### src/rtl/dac_pwm_multi.sv
// -----------------------------------------------------------------------------
// dac_pwm_multi
//   Multi-channel audio DAC output stage. Each channel turns a signed sample
//   into a 1-bit pulse stream for an external RC filter, using edge-aligned
//   PWM, center-aligned PWM or first-order sigma-delta modulation.
//   Samples arrive through a double buffer (pending -> active); a new set
//   and a new mode only take effect at a period boundary (counter wrap).
//
// Ports
//   clk_in        system clock
//   RST           synchronous, active-high reset
//   enable        1 = run, 0 = outputs held low, counters held at 0
//   mode          0 edge PWM, 1 center PWM, 2 sigma-delta, 3 edge PWM
//   data_in       CHANNELS signed samples, channel 0 in the LSBs
//   data_valid    sample set offered
//   data_ready    pending buffer empty (set will be accepted)
//   dac_out       registered 1-bit output per channel
//   period_start  one-cycle pulse in the cycle after the counter wraps
//
// Handshake: a set transfers on any clock edge where data_valid and
// data_ready are both high. data_ready is the inverse of the pending-full
// flag, so it drops the cycle after a transfer and rises again the cycle
// after the pending set is committed at a wrap tick. A held data_valid with
// data_ready low simply waits; nothing is ever overwritten or dropped.
// -----------------------------------------------------------------------------
module dac_pwm_multi #(
    parameter int CHANNELS = 2,
    parameter int DATA_W   = 16,
    parameter int CNT_W    = 10,
    parameter int DIV      = 1
) (
    input  logic                       clk_in,
    input  logic                       RST,
    input  logic                       enable,
    input  logic [1:0]                 mode,
    input  logic [CHANNELS*DATA_W-1:0] data_in,
    input  logic                       data_valid,
    output logic                       data_ready,
    output logic [CHANNELS-1:0]        dac_out,
    output logic                       period_start
);

    localparam int                PRE_W    = 16;
    localparam logic [PRE_W-1:0]  PRE_LAST = PRE_W'(DIV - 1);
    // Offset-binary midscale; also the MSB mask used for signed->unsigned.
    localparam logic [DATA_W-1:0] MID      = {1'b1, {(DATA_W-1){1'b0}}};

    typedef enum logic [1:0] {
        MODE_EDGE   = 2'd0,
        MODE_CENTER = 2'd1,
        MODE_SD     = 2'd2
    } mode_t;

    logic [PRE_W-1:0]                 r_presc;
    logic [CNT_W-1:0]                 r_cnt;
    logic                             r_pend_full;
    logic [CHANNELS-1:0][DATA_W-1:0]  r_pend_u;
    logic [CHANNELS-1:0][DATA_W-1:0]  r_act_u;
    logic [CHANNELS-1:0][DATA_W-1:0]  r_acc;
    mode_t                            r_mode;
    logic [CHANNELS-1:0]              r_dac;
    logic                             r_ps;

    logic                             w_tick;
    logic                             w_wrap;
    mode_t                            w_mode_in;
    logic                             w_mode_chg;
    logic [CNT_W-2:0]                 w_fold;
    logic [CHANNELS-1:0][DATA_W-1:0]  w_in_u;
    logic [CHANNELS-1:0][DATA_W:0]    w_sum;
    logic [CHANNELS-1:0]              w_next_dac;

    assign w_tick = enable && (r_presc == PRE_LAST);
    assign w_wrap = w_tick && (r_cnt == {CNT_W{1'b1}});

    // Mode 3 behaves as edge PWM, so it is folded to MODE_EDGE here; a
    // switch between 0 and 3 is therefore not a mode change.
    always_comb begin
        case (mode)
            2'd1:    w_mode_in = MODE_CENTER;
            2'd2:    w_mode_in = MODE_SD;
            default: w_mode_in = MODE_EDGE;
        endcase
    end

    assign w_mode_chg = (w_mode_in != r_mode);

    // Triangle fold of the counter: rises over the first half of the period,
    // falls over the second, so the high window straddles the wrap.
    assign w_fold = r_cnt[CNT_W-1] ? ~r_cnt[CNT_W-2:0] : r_cnt[CNT_W-2:0];

    always_comb begin
        w_in_u     = '0;
        w_sum      = '0;
        w_next_dac = '0;
        for (int i = 0; i < CHANNELS; i++) begin
            w_in_u[i] = data_in[i*DATA_W +: DATA_W] ^ MID;
            w_sum[i]  = {1'b0, r_acc[i]} + {1'b0, r_act_u[i]};
            case (r_mode)
                MODE_CENTER: w_next_dac[i] = (w_fold < r_act_u[i][DATA_W-1 -: (CNT_W-1)]);
                // Sigma-delta output is the carry, updated on ticks only.
                MODE_SD:     w_next_dac[i] = w_tick ? w_sum[i][DATA_W] : r_dac[i];
                default:     w_next_dac[i] = (r_cnt < r_act_u[i][DATA_W-1 -: CNT_W]);
            endcase
        end
    end

    always_ff @(posedge clk_in) begin
        if (RST) begin
            r_presc     <= '0;
            r_cnt       <= '0;
            r_pend_full <= 1'b0;
            r_pend_u    <= '0;
            r_act_u     <= {CHANNELS{MID}};
            r_acc       <= '0;
            r_mode      <= MODE_EDGE;
            r_dac       <= '0;
            r_ps        <= 1'b0;
        end else begin
            // Transfer needs an empty buffer and commit needs a full one, so
            // the two never coincide; a set offered during a commit waits.
            if (data_valid && !r_pend_full) begin
                r_pend_u    <= w_in_u;
                r_pend_full <= 1'b1;
            end
            if (w_wrap && r_pend_full) begin
                r_act_u     <= r_pend_u;
                r_pend_full <= 1'b0;
            end

            if (!enable) begin
                r_presc <= '0;
                r_cnt   <= '0;
                r_acc   <= '0;
                r_dac   <= '0;
                r_ps    <= 1'b0;
            end else begin
                r_presc <= w_tick ? '0 : r_presc + 1'b1;
                if (w_tick) begin
                    r_cnt <= r_cnt + 1'b1;
                end
                r_ps  <= w_wrap;
                r_dac <= w_next_dac;

                if (w_wrap && w_mode_chg) begin
                    r_acc <= '0;
                end else if (w_tick && (r_mode == MODE_SD)) begin
                    for (int i = 0; i < CHANNELS; i++) begin
                        r_acc[i] <= w_sum[i][DATA_W-1:0];
                    end
                end

                if (w_wrap) begin
                    r_mode <= w_mode_in;
                end
            end
        end
    end

    assign data_ready   = ~r_pend_full;
    assign dac_out      = r_dac;
    assign period_start = r_ps;

endmodule

### config.mk
export PLATFORM = sky130hd
export DESIGN_NAME = dac_pwm_multi
export DESIGN_NICKNAME = d
export VERILOG_FILES = /design/src/rtl/dac_pwm_multi.sv
export SDC_FILE = /design/constraint.sdc
export NUM_CORES = 1
export LEC_CHECK = 0
export BUFFER_PORTS_ARGS = -buffer_cell sky130_fd_sc_hd__buf_2
export CAP_MARGIN = 20
export CORE_MARGIN = 1.5
export CORE_UTILIZATION = 50
export CTS_BUF_LIST = sky130_fd_sc_hd__clkbuf_8
export CTS_CLUSTER_SIZE = 40
export DETAILED_ROUTE_END_ITERATION = 12
export PLACE_DENSITY = 0.68
export SKIP_CTS_REPAIR_TIMING = 1
export SYNTH_ARGS = -nofsm -noshare
export SYNTH_HDL_FRONTEND = slang
export SYNTH_SLANG_ARGS = --single-unit
### constraint.sdc
create_clock -name clk_in -period 4.8 [get_ports clk_in]
set_input_delay 0.24 -clock clk_in [delete_from_list [all_inputs] [get_ports clk_in]]
set_output_delay 0.24 -clock clk_in [all_outputs]
set_load 0.1 [all_outputs]
==> results of run 1 <==
[worst max-delay path by stage]
stage                   to  slack, ns  depth (start not counted)
6_report       r_act_u[14]       1.84                          8
2_1_floorplan  r_act_u[15]       2.49                          8
5_1_grt         r_act_u[6]       1.52                          8
3_3_place_gp    r_act_u[0]       1.89                          8
3_5_place_dp    r_act_u[6]       1.84                          8
4_1_cts         r_act_u[6]       1.81                          8
[through the flow]
| step | total power, mW | worst slack (ns) | cells | utilization, % | area [um2] |
|---|---|---|---|---|---|
| 2_1_floorplan | 1.18 | 2.49 | 873 | - | 7100 |
| 3_3_place_gp | 1.21 | 1.89 | 1060 | 53.2 | 7380 |
| 3_5_place_dp | 1.21 | 1.84 | 1061 | 53.3 | 7400 |
| 4_1_cts | 2.17 | 1.81 | 1093 | 56.2 | 7800 |
| 5_1_grt | 2.22 | 1.52 | 1095 | 56.4 | 7820 |
| 6_report | 2.14 | 1.84 | 1095 | 56.4 | 7820 |
[worst max-delay path: stages (launching register included)]
cell     delay, ns
dfxtp_1       0.33
inv_1         0.08
ha_1          0.13
or4b_1        0.52
or4_4         0.51
nor2_2        0.26
nand2_1       0.62
nand2_1       0.30
a21oi_2       0.07
[registers in the layout, indices dropped and copies added (netlist names)]
| register | count |
|---|---|
| dac_out | 2 |
| period_start | 1 |
| r_acc | 32 |
| r_act_u | 32 |
| r_cnt | 10 |
| r_mode | 2 |
| r_pend_full | 1 |
| r_pend_u | 32 |
| r_presc | 16 |
[Yosys cell counts, types with 3 or more instances]
| master | instances |
|---|---|
| a2111oi_0 | 5 |
| a211o_1 | 4 |
| a211oi_1 | 24 |
| a21o_1 | 17 |
| a21oi_1 | 104 |
| a21oi_2 | 14 |
| a41oi_1 | 3 |
| and2_1 | 3 |
| and3_1 | 9 |
| buf_1 | 4 |
| buf_2 | 9 |
| buf_6 | 4 |
| clkbuf_1 | 21 |
| dfxtp_1 | 128 |
| ha_1 | 72 |
| inv_1 | 30 |
| nand2_1 | 189 |
| nand2b_1 | 6 |
| nand3_1 | 19 |
| nand3b_1 | 3 |
| nand4_1 | 16 |
| nor2_1 | 52 |
| nor2b_1 | 4 |
| nor3_1 | 9 |
| nor3b_1 | 3 |
| o21a_1 | 3 |
| o21ai_0 | 31 |
| o21bai_1 | 3 |
| or3_1 | 5 |
| or4_4 | 3 |
| xnor2_1 | 17 |
| xor2_1 | 29 |
[layer usage]
layer / part of all wire [%] / GRT usage [%] / wire (um) / up-vias
li1: - / - / - / 3108
met1: 51 / 32.7 / 8130 / 2734
met2: 42 / 33.6 / 6730 / 132
met3: 5.1 / 3.93 / 815 / 22
met4: 2.0 / 8.14 / 320 / 0
met5: 0 / 0 / 0 / -
[area by class of cell]
class | count | area share, %
clock inverters | 15 | 2.19
repair buffers | 48 | 3.45
inverters | 30 | 1.44
multi-input cells | 677 | 54.3
well taps | 180 | 2.88
clock buffers | 17 | 2.99
flip-flops and latches | 128 | 32.8
[cell families after synthesis]
family	count (synthesis)	synth area share, %
DFF	128	36.1
buffers and inverters	68	4.17
AOI/OAI and AO/OA	220	19.1
and+or+nand+nor	335	21.5
xor gates and xnor gates	46	5.67
muxes	2	0.282
adders and majority gates	74	13.2
[power groups by stage]
stage	combinational, mW	sequential, mW	clock, mW
finish	0.0998	1.09	0.951
detailed placement	0.0989	1.12	0
global placement	0.0969	1.12	0
global route	0.111	1.09	1.02
floorplan	0.0638	1.12	0
CTS	0.0993	1.09	0.976
==> metrics.csv, run 1 <==
metric,value,unit
Initial Util,51.2,%
worst path arrival time,3.26,ns
Routed Wire Length,16000,um
Pre-Repair DR Iteration Count,5,
ys flop type,dfxtp_1,
CTS Buf Count,17,
vias,5996,
asr flop ratio synth,0,%
clk root buf,clkbuf_8,
wire length per cell,14.6,um
"CTS clk-pin slew, worst paths",0.08,ns
Setup Skew,0.0119,ns
CTS tree,built,
Critical Path RT,5.10,ns
"commonest cells after routing, fill and taps aside","189 x nand2_1, 128 x dfxtp_1, 104 x a21oi_1, 72 x ha_1, 52 x nor2_1",
area grow syn2layout,10.1,%
Die Y,122,um
crit-path max FO,30,
hold_sp,data_in[22],
initial antenna violation count,0,
GR Util All Layers,22.6,%
WHS Path Cells,3,
Worst R2R Setup Slack,1.84,ns
share of the synthesized area in the top cell type,36.1,%
Die ar.,14900,um2
area of the multi-input gates,4250,um2
CP Capture Type,flop,
vias in the first global route,5487,
final net count,1014,
Hold Crit Class,primary input to flop,
Final period util,61.7,%
largest net degree at the start of global routing,68,
startpoint types,flop,
Final ANT Viol Nets,0,
Hold EP,r_pend_u[22],
Detail Placement HPWL,11600,um
Synth area leaders,"dfxtp_1 36%, ha_1 13%, nand2_1 10%, a21oi_1 7.3%, xor2_1 3.6%",
# fillers,1313,
cells after synthesis,873,
Worst IR Drop VDD,313,uV
total grt overflow,0,
"Hold Vio Cnt, Final",0,
Clock Sinks,128,
worst rel slew slack,35.0,%
max-cap violations,0,
mapped cell area,7100,um2
"EDFF count, synth",0,
CTS HTree Levels,4,
PD cells,274,nW/um2
hold_ws,0.0216,ns
final setup vio count,0,
Logic pwr share,4.7,%
DRC viols,0,
crit path launch,r_presc[0],
synth warn,0,
Reg2Reg Depth,8,
post-synthesis sequential area ratio,36.1,%
"most common cell after layout, fill and taps aside",nand2_1,
first-pass GRT wire length,26500,um
Pint,1.59,mW
Clock Power Share,44.4,%
Die X,122,um
CTS Buffer Depth,2,
num ports,42,
clk_lat worst skew,0.45,ns
Sequential Power Share,50.9,%
Yosys top cell by area,dfxtp_1,
core box area,13900,um2
Port Buffers,41,
vias per cell,5.48,
max-slew violation count,0,
FMAX,338,MHz
Worst R2R Start,r_presc[0],
final worst path period need,2.96,ns
share of cells above drive strength 1,11.1,%
FF/Latch Area,2560,um2
synth unique cells,54,
setup TNS,0,ns
RePlAce Congestion,0.861,
worst reg2reg path endpoint,r_act_u[14],
Synthesized Nets,985,
#FFs+latches synth,128,
kind of critical path,flop to flop,
Switching Share,25.7,%
FP Rows,43,
Slew @ Worst Pin,0.972,ns
post-synthesis average cell area,8.14,um2
status,finished clean,
leakage,3.17,nW
Ant. Diodes,0,
RSZ-0062 raised after global routing,no,
sw power,551,uW
initial detailed-routing violation count,393,
(Power assumes the default switching activity.)
==> run 2, diff against run 1 <==
==> constraint.sdc (replaced) <==
create_clock -name clk_in -period 3.1 [get_ports clk_in]
set_input_delay 0.155 -clock clk_in [delete_from_list [all_inputs] [get_ports clk_in]]
set_output_delay 0.155 -clock clk_in [all_outputs]
set_load 0.1 [all_outputs]
==> run 2 against run 1 <==
Wire length increased by 4.6%. Largest cell class unchanged. Clock-buffer cell count increased by 1. Register-to-register slack got worse by 1.3 ns. Sequential share of layout area decreased by 1.5 points. Non-clock buffer count increased by 37. Combinational power increased by 93%. Via count increased by 2.3%.
==> metrics.csv, run 2 (synthesis gave the netlist of run 1 again) <==
metric,value,unit,change
Port Buffers,41,,unchanged
worst reg2reg path endpoint,r_acc[30],,
Critical Path RT,3.44,ns,-1.66 ns
final worst path period need,2.55,ns,-0.408 ns
"commonest cells after routing, fill and taps aside","189 x nand2_1, 128 x dfxtp_1, 104 x a21oi_1, 72 x ha_1, 52 x nor2_1",,
status,finished clean,,
GR Util All Layers,23.6,%,+1.0 points
setup TNS,0,ns,unchanged
kind of critical path,flop to flop,,
RePlAce Congestion,0.841,,-2.3%
crit path launch,r_presc[0],,
Reg2Reg Depth,9,,+1
FF/Latch Area,2560,um2,unchanged
Hold Crit Class,primary input to flop,,
Initial Util,51.2,%,unchanged
largest net degree at the start of global routing,68,,unchanged
max-slew violation count,0,,unchanged
wire length per cell,14.8,um,+1.2%
CTS Buf Count,17,,unchanged
"most common cell after layout, fill and taps aside",nand2_1,,
Die X,122,um,unchanged
Post-Route Utilization,59.1,%,+2.8 points
hold_ws,0.0677,ns,+0.0461 ns
Routed Wire Length,16700,um,+4.6%
crit-path max FO,32,,+6.7%
vias,6135,,+2.3%
pre-CTS setup slack,0.553,ns,-1.29 ns
total grt overflow,0,,unchanged
FMAX,392,MHz,+16%
worst rel slew slack,33.0,%,-2.0 points
RSZ-0062 raised after global routing,no,,
final setup vio count,0,,unchanged
Final period util,82.4,%,+21 points
initial antenna violation count,0,,unchanged
leakage,3.35,nW,+5.6%
CTS HTree Levels,4,,unchanged
area of the multi-input gates,4250,um2,unchanged
Detail Placement HPWL,11700,um,+0.46%
startpoint types,flop,,
CTS Buffer Depth,2,,unchanged
DRC viols,0,,unchanged
first-pass GRT wire length,27400,um,+3.4%
biggest regs,"r_acc (32), r_act_u (32), r_pend_u (32)",,
clk_lat worst skew,0.46,ns,about the same
vias per cell,5.42,,-1.0%
num ports,42,,unchanged
area grow syn2layout,15.6,%,
final net count,1051,,+3.6%
max-cap violations,0,,unchanged
Final ANT Viol Nets,0,,unchanged
initial detailed-routing violation count,282,,-28%
clk root buf,clkbuf_8,,
"Hold Vio Cnt, Final",0,,unchanged
Slew @ Worst Pin,1.00,ns,+0.0303 ns
hold_sp,mode[1],,
post-route design area,8210,um2,+4.9%
FP Rows,43,,unchanged
Die Y,122,um,unchanged
CP Capture Type,flop,,
Worst IR Drop VDD,345,uV,+10%
placed inst area,7460,um2,+0.85%
Setup Skew,0.0163,ns,+0.00449 ns
vias in the first global route,5630,,+2.6%
share of cells above drive strength 1,11.3,%,+0.20 points
Pre-Repair DR Iteration Count,4,,-1
PD cells,415,nW/um2,+51%
Hold EP,r_mode[0],,
CTS tree,built,,
Die ar.,14900,um2,unchanged
Worst R2R Start,r_presc[0],,
Ant. Diodes,0,,unchanged
WHS Path Cells,4,,+1
worst path arrival time,2.90,ns,-0.36 ns
Clock Sinks,128,,unchanged
final setup margin,0.547,ns,-1.29 ns
core box area,13900,um2,unchanged
"CTS clk-pin slew, worst paths",0.09,ns,about the same
# fillers,1257,,-4.3%
Worst R2R Setup Slack,0.55,ns,-1.29 ns
-- run 2: cell types whose count changed in the layout (fill, tap and decap cells not counted), sizes merged --
cell	delta
dlygate4sd3	+31
buf	+6
clkinv	+4
inv	-3
clkinvlp	-2
clkbuf	+1
-- run 2: layer usage --
layer	wire length, um	vias to the layer above	track usage (%)
li1	-	3199	-
met3	671	22	4.78
met5	0	-	0
met2	7710	95	38.5
met1	8080	2819	31.0
met4	269	0	8.21
-- run 2: critical path, cell delays in order, from the launching register on --
cell and delay, ns:
dfxtp_1 0.33, inv_1 0.07, ha_1 0.13, or4b_1 0.52
or4_4 0.52, nor2_2 0.27, a21o_1 0.20, buf_12 0.20
or4_1 0.15, nand3_1 0.07
-- run 2: where the power goes --
part | total (mW) | switching (mW) | internal (mW)
combinational | 0.193 | 0.112 | 0.0810
clock | 1.52 | 0.758 | 0.764
sequential | 1.69 | 0.0170 | 1.67
-- run 2: metrics by stage --
| step | std cells | power [mW] |
|---|---|---|
| floorplan | 873 | 1.83 |
| global placement | 1067 | 1.88 |
| detailed placement | 1067 | 1.88 |
| CTS | 1099 | 3.40 |
| global route | 1132 | 3.53 |
| finish | 1132 | 3.40 |
-- run 2: how the worst max path moves through the flow --
stage	endpoint	slack (ns)	cells past startpoint
6_report	r_acc[30]	0.55	9
5_1_grt	r_acc[3]	0.37	9
3_3_place_gp	r_acc[29]	0.60	9
2_1_floorplan	r_act_u[15]	0.79	8
3_5_place_dp	r_acc[30]	0.55	9
4_1_cts	r_acc[29]	0.55	9
-- run 2: cell type report --
class                           count  share of cell area, %
Timing Repair Buffer               85                   7.84
Clock buffer                       18                   3.02
Inverter                           30                   1.37
Clock inverter                     14                   2.07
Tap cell                          180                   2.74
Sequential cell                   128                   31.2
Multi-Input combinational cell    677                   51.7
==> run 3, diff against run 2 <==
--- a/config.mk
+++ b/config.mk
@@ -12,7 +12,7 @@
 export CTS_BUF_LIST = sky130_fd_sc_hd__clkbuf_8
 export CTS_CLUSTER_SIZE = 40
 export DETAILED_ROUTE_END_ITERATION = 12
-export PLACE_DENSITY = 0.68
+export PLACE_DENSITY = 0.7
 export SKIP_CTS_REPAIR_TIMING = 1
 export SYNTH_ARGS = -nofsm -noshare
 export SYNTH_HDL_FRONTEND = slang
==> constraint.sdc (replaced) <==
create_clock -name clk_in -period 2.24 [get_ports clk_in]
set_input_delay 0.112 -clock clk_in [delete_from_list [all_inputs] [get_ports clk_in]]
set_output_delay 0.112 -clock clk_in [all_outputs]
set_load 0.1 [all_outputs]
==> run 3 against run 2 <==
The flow now finishes with violations (setup timing). Worst hold slack lost 0.046 ns. Flip-flop and latch count unchanged. Clock power up 34%. Clock-buffer cell count unchanged. Core utilization is 9.6 points higher. Register-to-register slack got worse by 0.81 ns. Critical path type unchanged. Largest power group unchanged.
==> metrics.csv, run 3 (synthesis gave the netlist of run 1 again) <==
metric,value,unit,change
worst rel slew slack,44.8,%,+12 points
CTS tree,built,,
vias in the first global route,5814,,+3.3%
core box area,13900,um2,unchanged
GR Util All Layers,24.2,%,+0.59 points
vias,6828,,+11%
CTS Buffer Depth,2,,unchanged
Post-Route Utilization,68.7,%,+9.6 points
sw power,1.29,mW,+45%
CP Capture Type,flop,,
critical path's slowest cell,o41ai_1,,
Final ANT Viol Nets,0,,unchanged
initial antenna violation count,0,,unchanged
final net count,1129,,+7.4%
"CTS clk-pin slew, worst paths",0.09,ns,about the same
Critical Path RT,2.64,ns,-0.80 ns
Port Buffers,41,,unchanged
FP Rows,43,,unchanged
crit-path max FO,3,,-91%
Slew @ Worst Pin,0.827,ns,-0.175 ns
first-pass GRT wire length,28300,um,+3.1%
num ports,42,,unchanged
RePlAce Congestion,0.923,,+9.8%
clk_lat worst skew,0.46,ns,about the same
CTS Buf Count,17,,unchanged
largest net degree at the start of global routing,68,,unchanged
final setup margin,-0.265,ns,-0.813 ns
top routing layer in use,met4,,
Switching Share,27.5,%,+1.4 points
met1 wire length,9070,um,+12%
"Hold Vio Cnt, Final",0,,unchanged
final setup vio count,70,,+70
Worst R2R Start,r_act_u[16],,
Detail Placement HPWL,12400,um,+6.0%
DRC viols,0,,unchanged
kind of critical path,flop to flop,,
Ant. Diodes,0,,unchanged
Sequential Power Share,49.9,%,+0.3 points
Routed Wire Length,20100,um,+20%
Worst IR Drop VDD,520,uV,+51%
Final period util,112,%,+30 points
max-cap violations,0,,unchanged
share of cells above drive strength 1,28.9,%,+18 points
post-route design area,9540,um2,+16%
total grt overflow,0,,unchanged
met2 wire len,9690,um,+26%
Die ar.,14900,um2,unchanged
Die X,122,um,unchanged
"most common cell after layout, fill and taps aside",nand2_1,,
"commonest cells after routing, fill and taps aside","158 x nand2_1, 122 x dfxtp_1, 71 x a21oi_1, 69 x buf_4, 67 x ha_1",,
hold_sp,mode[1],,
area grow syn2layout,34.3,%,
clk root buf,clkbuf_8,,
final worst path period need,2.51,ns,-0.0474 ns
critical-path cell list,ha_1 > fa_2 > a211oi_2 > o21bai_1 > and2_1 > o41ai_1 > xnor2_1 > nand2_1 > a21oi_2,,
crit path launch,r_act_u[16],,
startpoint types,flop,,
Pre-Repair DR Iteration Count,5,,+1
RSZ-0062 raised after global routing,yes,,
Clock Sinks,128,,unchanged
# fillers,1034,,-18%
FMAX,399,MHz,+1.9%
CP max stage delay,0.50,ns,-0.02 ns
biggest regs,"r_acc (32), r_act_u (32), r_pend_u (32)",,
initial detailed-routing violation count,495,,+76%
Clock Power Share,43.2,%,-1.5 points
met3 wire len,1070,um,+59%
placed inst area,7980,um2,+7.0%
PD cells,491,nW/um2,+19%
status,"finished, violations left",,
wire length per cell,16.6,um,+13%
hold_ws,0.0220,ns,-0.0457 ns
vias per cell,5.64,,+4.1%
CP bufs+invs,0,,-2
Setup Skew,0.0164,ns,+0.000108 ns
worst path arrival time,2.91,ns,about the same
Die Y,122,um,unchanged
max-slew violation count,0,,unchanged
Pint,3.40,mW,+35%
leakage,3.89,nW,+16%
failing checks,setup timing,,
Initial Util,51.2,%,unchanged
Hold Crit Class,primary input to flop,,
Logic pwr share,6.9,%,+1.2 points
Top Family by Delay on Critical Path,compound AO/OA/AOI/OAI gates,,
CTS HTree Levels,4,,unchanged
run 3: per-layer routing:
| metal | GRT usage, % | vias up |
|---|---|---|
| met1 | 33.7 | 3245 |
| li1 | - | 3353 |
| met3 | 4.35 | 25 |
| met5 | 0 | - |
| met4 | 7.34 | 0 |
| met2 | 38.0 | 205 |
run 3: area by class of cell:
type | instances | area [um2] | share of cell area [%]
Multi-Input combinational cell | 677 | 4780 | 50.1
Sequential cell | 128 | 2570 | 27.0
Timing Repair Buffer | 163 | 1460 | 15.3
Clock buffer | 18 | 248 | 2.60
Tap cell | 180 | 225 | 2.36
Clock inverter | 14 | 141 | 1.48
Inverter | 30 | 113 | 1.18
run 3: path summary, 6_finish.rpt:
| path | endpoint | slack (ns) | depth (start not counted) |
|---|---|---|---|
| min reg2reg | r_pend_u[19] | 0.46 | 2 |
| max reg2reg | r_acc[24] | -0.27 | 9 |
| max | r_acc[24] | -0.27 | 9 |
| min | r_mode[0] | 0.02 | 4 |
run 3: power by group through the flow:
stage	Clock, mW	Combinational (mW)	Sequential [mW]
after global routing	2.17	0.350	2.34
after global placement	0	0.234	2.39
final	2.03	0.325	2.34
after floorplan	0	0.138	2.40
after CTS	2.05	0.238	2.34
after detailed placement	0	0.237	2.39
run 3: per-stage QoR:
stage | instances | setup WS [ns] | total power [mW] | setup TNS, ns
after floorplan | 873 | -0.0121 | 2.53 | -0.0241
after global placement | 1127 | -0.101 | 2.62 | -0.524
after detailed placement | 1127 | -0.182 | 2.63 | -3.41
after CTS | 1159 | -0.213 | 4.62 | -5.50
after global routing | 1210 | -0.382 | 4.86 | -10.98
final | 1210 | -0.265 | 4.69 | -6.83
run 3: worst min-delay path: stages:
cell and delay (ns):
buf_2 0.09, nor2b_1 0.06, mux2i_1 0.13, nor2_1 0.05
